[src/rtl/inv_mix_columns_seq.sv]
// Column-serial (Inv)MixColumns stage for the AES round datapath.
// Processes COLS_PER_CYCLE columns per clock behind a valid/ready handshake.
module inv_mix_columns_seq #(
  parameter int unsigned COLS_PER_CYCLE = 1
) (
  input  logic         clk,
  input  logic         rst_n,
  input  logic         in_valid,
  output logic         in_ready,
  input  logic         inv,
  input  logic [127:0] din,
  output logic         out_valid,
  input  logic         out_ready,
  output logic [127:0] dout,
  output logic         busy
);

  localparam int unsigned NCYC = 4 / COLS_PER_CYCLE;

  typedef enum logic [1:0] {IDLE, BUSY, DONE} state_t;

  state_t       state, state_nxt;
  logic [1:0]   grp, grp_nxt;
  logic [127:0] st_q;
  logic [127:0] dout_q, dout_nxt;
  logic         inv_q;
  logic         accept;
  logic         last_grp;

  function automatic logic [7:0] xtime(input logic [7:0] x);
    return {x[6:0], 1'b0} ^ (8'h1b & {8{x[7]}});
  endfunction

  // Products built from x2/x4/x8 terms: 3=2^1, 9=8^1, b=8^2^1, d=8^4^1, e=8^4^2.
  function automatic logic [31:0] mix_col(input logic [31:0] a, input logic inv_m);
    logic [7:0]  m1 [4];
    logic [7:0]  m2 [4];
    logic [7:0]  m4 [4];
    logic [7:0]  m8 [4];
    logic [31:0] r;
    int unsigned j1, j2, j3;
    r = '0;
    for (int unsigned i = 0; i < 4; i++) begin
      m1[i] = a[31-8*i -: 8];
      m2[i] = xtime(m1[i]);
      m4[i] = xtime(m2[i]);
      m8[i] = xtime(m4[i]);
    end
    for (int unsigned i = 0; i < 4; i++) begin
      j1 = (i + 1) % 4;
      j2 = (i + 2) % 4;
      j3 = (i + 3) % 4;
      if (!inv_m)
        r[31-8*i -: 8] = m2[i] ^ (m2[j1] ^ m1[j1]) ^ m1[j2] ^ m1[j3];
      else
        r[31-8*i -: 8] = (m8[i]  ^ m4[i]  ^ m2[i])
                       ^ (m8[j1] ^ m2[j1] ^ m1[j1])
                       ^ (m8[j2] ^ m4[j2] ^ m1[j2])
                       ^ (m8[j3] ^ m1[j3]);
    end
    return r;
  endfunction

  assign in_ready  = (state == IDLE) | ((state == DONE) & out_ready);
  assign accept    = in_ready & in_valid;
  assign last_grp  = (grp == 2'(NCYC - 1));
  assign out_valid = (state == DONE);
  assign busy      = (state == BUSY);
  assign dout      = dout_q;

  always_comb begin
    state_nxt = state;
    grp_nxt   = grp;
    case (state)
      IDLE: begin
        if (in_valid) begin
          state_nxt = BUSY;
          grp_nxt   = '0;
        end
      end
      BUSY: begin
        grp_nxt = last_grp ? '0 : grp + 2'd1;
        if (last_grp) state_nxt = DONE;
      end
      DONE: begin
        grp_nxt = '0;
        if (out_ready) state_nxt = in_valid ? BUSY : IDLE;
      end
      default: begin
        state_nxt = IDLE;
        grp_nxt   = '0;
      end
    endcase
  end

  always_comb begin
    int unsigned col;
    dout_nxt = dout_q;
    for (int unsigned g = 0; g < COLS_PER_CYCLE; g++) begin
      col = int'(grp) * COLS_PER_CYCLE + g;
      dout_nxt[127-32*col -: 32] = mix_col(st_q[127-32*col -: 32], inv_q);
    end
  end

  always_ff @(posedge clk or negedge rst_n) begin
    if (!rst_n) begin
      state <= IDLE;
      grp   <= '0;
    end else begin
      state <= state_nxt;
      grp   <= grp_nxt;
    end
  end

  always_ff @(posedge clk or negedge rst_n) begin
    if (!rst_n) begin
      st_q   <= '0;
      inv_q  <= 1'b0;
      dout_q <= '0;
    end else begin
      if (accept) begin
        st_q  <= din;
        inv_q <= inv;
      end
      if (state == BUSY) dout_q <= dout_nxt;
    end
  end

endmodule

[config.mk]
export PLATFORM = sky130hd
export DESIGN_NAME = inv_mix_columns_seq
export DESIGN_NICKNAME = d
export VERILOG_FILES = /design/src/rtl/inv_mix_columns_seq.sv
export SDC_FILE = /design/constraint.sdc
export NUM_CORES = 1
export LEC_CHECK = 0
export CAP_MARGIN = 20
export CORE_MARGIN = 2
export CORE_UTILIZATION = 52
export CTS_CLUSTER_SIZE = 25
export DETAILED_ROUTE_END_ITERATION = 6
export PLACE_DENSITY = 0.81
export SYNTH_ARGS = -nofsm -noshare
export SYNTH_HDL_FRONTEND = slang
export SYNTH_SLANG_ARGS = --single-unit
[constraint.sdc]
create_clock -name clk -period 8 [get_ports clk]
set_input_delay 1.6 -clock clk [delete_from_list [all_inputs] [get_ports clk]]
set_output_delay 1.6 -clock clk [all_outputs]
set_load 0.01 [all_outputs]
; ---- Word level (Yosys, flattened, before mapping)
; Index checks and enable logic that the tools add are counted.
[classes]
n_addsub = 3
n_eq_ne = 6
shift = 3
mux = 13
bitwise = 67
reduce_logical = 2
[ops]
columns = cell, count
row1 = XOR 8 bit, 52
row2 = "variable shift 32 x 34 -> 159 bit, first input constant", 1
row3 = indexed part select 159 x 33 -> 32 bit, 1
row4 = indexed part select 32 x 34 -> 159 bit, 1
row5 = bitwise mux 128 bit, 1
row6 = XOR 8 x 5 -> 8 bit, 12
row7 = negator 32 -> 34 bit, 1
row8 = two-way mux 8 bit, 4
row9 = two-way mux 2 bit, 5
row10 = "subtractor 7 x 7 -> 8 bit, first input constant", 1
row11 = case mux 2 bit (3 select lines), 1
row12 = "== test 2 bit, second input constant", 2
row13 = "!= test 2 x 1 -> 1 bit, second input constant", 2
row14 = case mux 2 bit (2 select lines), 1
row15 = AND reduction 3 bit, 1
row16 = "adder 2 x 1 -> 2 bit, second input constant", 1
row17 = bitwise AND 1 bit, 2
row18 = "== test 2 x 1 -> 1 bit, second input constant", 1
row19 = zero test 2 bit, 1
row20 = "!= test 2 bit, second input constant", 1
row21 = two-way mux 1 bit, 1
row22 = OR 1 bit, 1
[totals]
register_bits = 261
in_bits = 133

; ---- Longest topological paths before layout
; Gate-level depths: netlist of the first run.
[logic_depth]
depth_word = 13
ltp_mapped = 11
depth_no_buf = 7

; ---- Least setup slack after synthesis of the first run
; No wires, ideal clock.
[synth_timing]
kind = input to output
start = input out_ready
end = output in_ready
t_arrival_ps = 1875
path_slack_ps = 4525
path_stages = 2
n_path_buf = 0
path_cell_list = inv_1 a21oi_1
[synth_between]
elab_chain_cells = 2
[synth_lines]
columns = item, line
row1 = start: declaration, 13  ; input logic out_ready,
row2 = bitwise AND 1 bit, 64  ; assign in_ready = (state == IDLE) | ((state == DONE) & out_ready);
row3 = OR 1 bit, 64
row4 = end: declaration, 9  ; output logic in_ready,
; No other way between the ends.

; ---- Worst setup path in the final report of the first run
; Ends and elaborated chain as after synthesis.

==> results of run 1 <==
-- how the worst max path moves through the flow --
| stage | depth (start not counted) | end | slack, ps | start |
|---|---|---|---|---|
| final | 4 | in_ready | 3460 | out_ready |
| after global routing | 4 | in_ready | 3430 | out_ready |
| after CTS | 4 | in_ready | 3500 | out_ready |
| after detailed placement | 4 | in_ready | 3510 | out_ready |
| after global placement | 4 | in_ready | 3550 | out_ready |
| after floorplan | 2 | in_ready | 4520 | out_ready |
-- routing by layer --
metal	global-route usage (%)	part of all wire, %
met4	5.99	1.9
met1	34.7	41
met2	42.8	48
met3	5.91	8.8
met5	0	0
-- layout make-up --
class | instances | share of cell area (%)
Timing Repair Buffer | 278 | 16.3
Multi-Input combinational cell | 654 | 36.5
Sequential cell | 261 | 38.4
Clock inverter | 12 | 1.43
Clock buffer | 37 | 4.66
Inverter | 16 | 0.353
Tap cell | 330 | 2.43
-- flip-flops by register name (all words and copies together) (netlist names) --
name / flops
dout: 128
grp: 2
inv_q: 1
st_q: 128
state: 2
-- kinds of logic (layout without fill, tap and decap cells) --
kind of cell | Yosys count | count (layout) | share of synthesized area, %
multiplexers | 167 | 167 | 17.1
XOR/XNOR | 210 | 210 | 18.6
flip-flops | 261 | 261 | 49.9
AO/OA/AOI/OAI | 145 | 145 | 7.24
adder cells (fa/ha/maj) | 4 | 4 | 0.382
buffers and inverters | 80 | 343 | 2.80
AND/OR/NAND/NOR | 128 | 128 | 4.05
-- worst reg2reg max path, delay by kind of cell (launching register included) --
kind / cells / cell delay (ps)
and+or+nand+nor: 1 / 60
AOI/OAI and AO/OA: 1 / 230
xor gates and xnor gates: 4 / 1930
buffers and inverters: 1 / 550
DFF: 1 / 690
muxes: 1 / 720
-- layout by cell type, fill, tap and decap left out, types with 4 or more instances in the layout --
| cell type | netlist | layout |
|---|---|---|
| xor2_1 | 43 | 43 |
| nor2_1 | 14 | 14 |
| clkbuf_16 | 0 | 27 |
| nand3b_1 | 4 | 4 |
| a21oi_1 | 10 | 10 |
| xor2_2 | 5 | 5 |
| a222oi_1 | 12 | 12 |
| o21ai_1 | 46 | 46 |
| mux2i_1 | 6 | 6 |
| o211ai_1 | 4 | 4 |
| a22oi_1 | 4 | 4 |
| xnor3_1 | 26 | 26 |
| buf_4 | 3 | 12 |
| bufinv_16 | 0 | 7 |
| xnor2_1 | 119 | 119 |
| nand4_1 | 4 | 4 |
| inv_1 | 16 | 16 |
| mux2_2 | 129 | 129 |
| clkbuf_8 | 0 | 8 |
| clkdlybuf4s50_1 | 0 | 262 |
| a22o_1 | 37 | 37 |
| o21ai_0 | 30 | 30 |
| dfrtp_1 | 261 | 259 |
| xnor2_4 | 4 | 4 |
| nor3_1 | 6 | 6 |
| ha_1 | 4 | 4 |
| mux4_2 | 32 | 32 |
| and2_1 | 5 | 4 |
| xnor2_2 | 9 | 9 |
| nand2_1 | 93 | 93 |
-- metrics by stage --
stage	area (µm²)	setup slack, ps
finish	17000	3460
CTS	17000	3500
global placement	16000	3550
global route	17000	3430
floorplan	13100	4520
detailed placement	16000	3510
==> run metrics, run 1 <==
global route overflow 0; register-to-register setup slack 3760 ps; Vias/cell 5.61; CTS sink cnt 261; Site Rows 58; Die Y 163 µm; CTS tree built; Mapped Area 0.0131 mm²; Sequential cell area 0.00653 mm²; multi-input logic area 0.00620 mm²; final clock skew 13.8 ps; worst r2r src grp[0]; DP HPWL 24100 µm; Hold Path Depth 2; Critical path buffers and inverters 3; Clock Latency Late Sink 540 ps; GR Util All Layers 25.7%; chip width 163 µm; port buffer count 263; Final Hold Vio Count 0; crit path kind input port to primary output; Nets 1375; # IOs 264; setup TNS 0 ps; total CTS buffers 27; RSZ-0062 raised after global routing no; hold slack 481 ps; hold endpoint dout[15]; die area 0.0265 mm²; Post-Route WL 33800 µm; fin crit share 56.7%; Layout area overhead 29.9%; Placed Cells 1538; Yosys warning count 0; number of synthesized flops with an enable pin 0; relative slew slack 31.6%; Post-synth top cells dfrtp_1, mux2_2, xnor2_1, nand2_1, o21ai_1; GPL Wtd Cong 0.900; CTS-repair resized insts 0; Arr. time, crit path 2940 ps; cell breakdown of the critical path clkdlybuf4s50_1 -> inv_1 -> a21oi_1 -> clkdlybuf4s50_1; Unique masters post-synth 36; Seq/Total Area, Yosys 49.9%; outcome finished clean; FF+latch count, synth 261; Final Critical Period 4540 ps; CTS Root Cell clkbuf_16; Syn Inst Count 995; wire per inst 21.3 µm; Critical R2R Capture dout[61]; Syn Area/Cell 13.2 µm²; # fillers 1805; Synth async-reset ratio 100%; # H-tree levels 1; hold_sp dout[15]; Crit path max-delay family buffers and inverters; fmax 220 MHz; largest net degree at the start of global routing 148; Initial Utilization 52.5%; CP startpoint kind input port; Final ANT Viol Nets 0; Initial DRC Count 811; CP peak stage delay 580 ps; first drt pass iteration count 5; Crit. End Element primary output; cell accounting for the most synthesized area dfrtp_1; Final Slew Violations 0; Crit path top cell by count clkdlybuf4s50_1; diodes inserted 0; layout cell share with drive strength beyond 1 19.6%; vias 8916; Synth top area share 49.9%; slew of the pin with the lowest slew margin 1020 ps; crit path max fanout 2; final non-filler cell total 1588; DRC viols 0; initial antenna violation count 0; CTS hold repair buffers 0; first-pass GRT wire length 52400 µm; synth top area cells dfrtp_1, mux2_2, xnor2_1; most numerous cell in the Yosys netlist dfrtp_1; Syn Nets 1132; Core Region 0.0250 mm²; Worst-path clk slew 60 ps; post-CTS setup repair buffer count 0; Worst Path Required 6400 ps; predominant post-synthesis flop cell dfrtp_1; Layout Utilization 68.2%; Hold WC Path Type flip-flop to flip-flop; Setup-failing EPs final 0; clk buf depth 3; vias in the first global route 9155; MaxCap Viol Count 0; slowest stage cell, crit path clkdlybuf4s50_1; R2R depth 8
Power of run 1 is left out: the tool's default activity adds up to more than one toggle a clock period on the data nets, which glitch-free logic cannot reach.
==> inputs of run 2 (changes only) <==
- clock period: 8 -> 4.4 ns (I/O delays scaled with it)
==> run 2 against run 1 <==
Sequential share of layout area is essentially flat; final cell count rose by 0.82%; die area did not move; largest cell class unchanged.
==> run metrics, run 2 (synthesis gave the netlist of run 1 again) <==
GRT Max-Usage Layer met2; Worst-path clk slew 70 ps (about the same); Post-Route WL 34300 µm (+1.5%); Crit. End Element flip-flop; crit path kind flip-flop to flip-flop; Site Rows 58 (unchanged); Die Y 163 µm (unchanged); most frequent cells in the layout clkdlybuf4s50_1, dfrtp_1, mux2_2; CTS sink cnt 261 (unchanged); setup TNS 0 ps (unchanged); # IOs 264 (unchanged); RSZ-0062 raised after global routing no; CP startpoint kind flip-flop; Core Region 0.0250 mm² (unchanged); Arr. time, crit path 4200 ps (+1260 ps); layout cell share with drive strength beyond 1 20.3% (+0.74 points); diodes inserted 0 (unchanged); wire per inst 21.4 µm (+0.72%); GR Util All Layers 26.2% (+0.46 points); GRT met1 Usage 36.6% (+1.9 points); DRC viols 0 (unchanged); Final Hold Vio Count 0 (unchanged); Final ANT Viol Nets 0 (unchanged); Worst Path Required 4780 ps (-1620 ps); fmax 262 MHz; fin crit share 86.9%; most common cell after layout, fill and taps aside clkdlybuf4s50_1; clk buf depth 3 (unchanged); Layout area overhead 29.9% (about the same); MaxCap Viol Count 0 (unchanged); DP HPWL 25400 µm (+5.5%); met3 Use GR 5.25% (-0.66 points); Hold WC Path Type input port to async pin; outcome finished clean; global route overflow 0 (unchanged); CTS tree built; total CTS buffers 27 (unchanged); met2 track demand over resource 43.2% (+0.39 points); post-CTS setup repair buffer count 0 (unchanged); Nets 1389 (+1.0%); Initial Utilization 52.5% (unchanged); # H-tree levels 1 (unchanged); final clock skew 12.4 ps (-1.42 ps); port buffer count 263 (unchanged); slew of the pin with the lowest slew margin 777 ps (-246 ps); Initial DRC Count 962 (+19%); first drt pass iteration count 5 (unchanged); Setup-failing EPs final 0 (unchanged); GPL Wtd Cong 0.925 (+2.8%); Vias/cell 5.61 (about the same); Clock Latency Late Sink 530 ps (about the same); CTS hold repair buffers 0 (unchanged); CTS-repair resized insts 0 (unchanged); vias 8988 (+0.81%); largest net degree at the start of global routing 133 (-10%); crit path max fanout 13 (+11); Final Critical Period 3820 ps; relative slew slack 47.8% (+16 points); Final Slew Violations 0 (unchanged); vias in the first global route 9259 (+1.1%); first-pass GRT wire length 53300 µm (+1.7%); die area 0.0265 mm² (unchanged); initial antenna violation count 0 (unchanged); chip width 163 µm (unchanged); CTS Root Cell clkbuf_16
[run 2: cell types whose count changed in the layout (fill, tap and decap cells not counted), sizes merged]
cell / before / now
clkinvlp: 0 / 1
clkbuf: 37 / 39
clkinv: 3 / 6
inv: 18 / 16
bufinv: 7 / 2
buf: 16 / 30
[run 2: worst paths after layout]
path,start,slack (ps),end,depth (start not counted)
hold reg to reg,dout[57],480,dout[57],2
max in group asynchronous,rst_n,3390,st_q[67],2
setup / recovery,grp[0],580,dout[11],8
setup reg to reg,grp[0],580,dout[11],8
hold / removal,rst_n,410,dout[113],2
min in group clk,dout[57],480,dout[57],2
[run 2: per-layer routing]
metal  wire (µm)  up-vias
met5           0        -
met4         627        0
met3        2940       49
met2       16400      397
met1       14400     4545
li1            -     3997
[run 2: stage by stage]
step	hold WS (ps)	area [µm²]	util, %	instances	worst slack (ps)
after floorplan	459	13100	-	995	1390
after global placement	464	16100	64.5	1553	706
after global routing	500	17000	68.1	1601	394
final	414	17000	68.1	1601	577
after CTS	482	17000	68.1	1601	631
after detailed placement	470	16100	64.5	1553	690
[run 2: critical path, stage by stage (launching register included)]
cell and delay (ps):
dfrtp_2 650, buf_4 310, mux4_2 640, xnor3_1 460, xnor2_1 360, xnor3_1 460
xnor2_1 160, a21oi_1 470, o21ai_1 150
[run 2: cell type report]
| class | count | area (µm²) |
|---|---|---|
| Clock buffer | 39 | 811 |
| Clock inverter | 9 | 97.6 |
| Fill cell | 1816 | 7950 |
| Inverter | 16 | 60.1 |
| Multi-Input combinational cell | 654 | 6200 |
| Sequential cell | 261 | 6530 |
| Tap cell | 330 | 413 |
| Timing Repair Buffer | 292 | 2890 |
Power of run 2 is left out for the same reason.
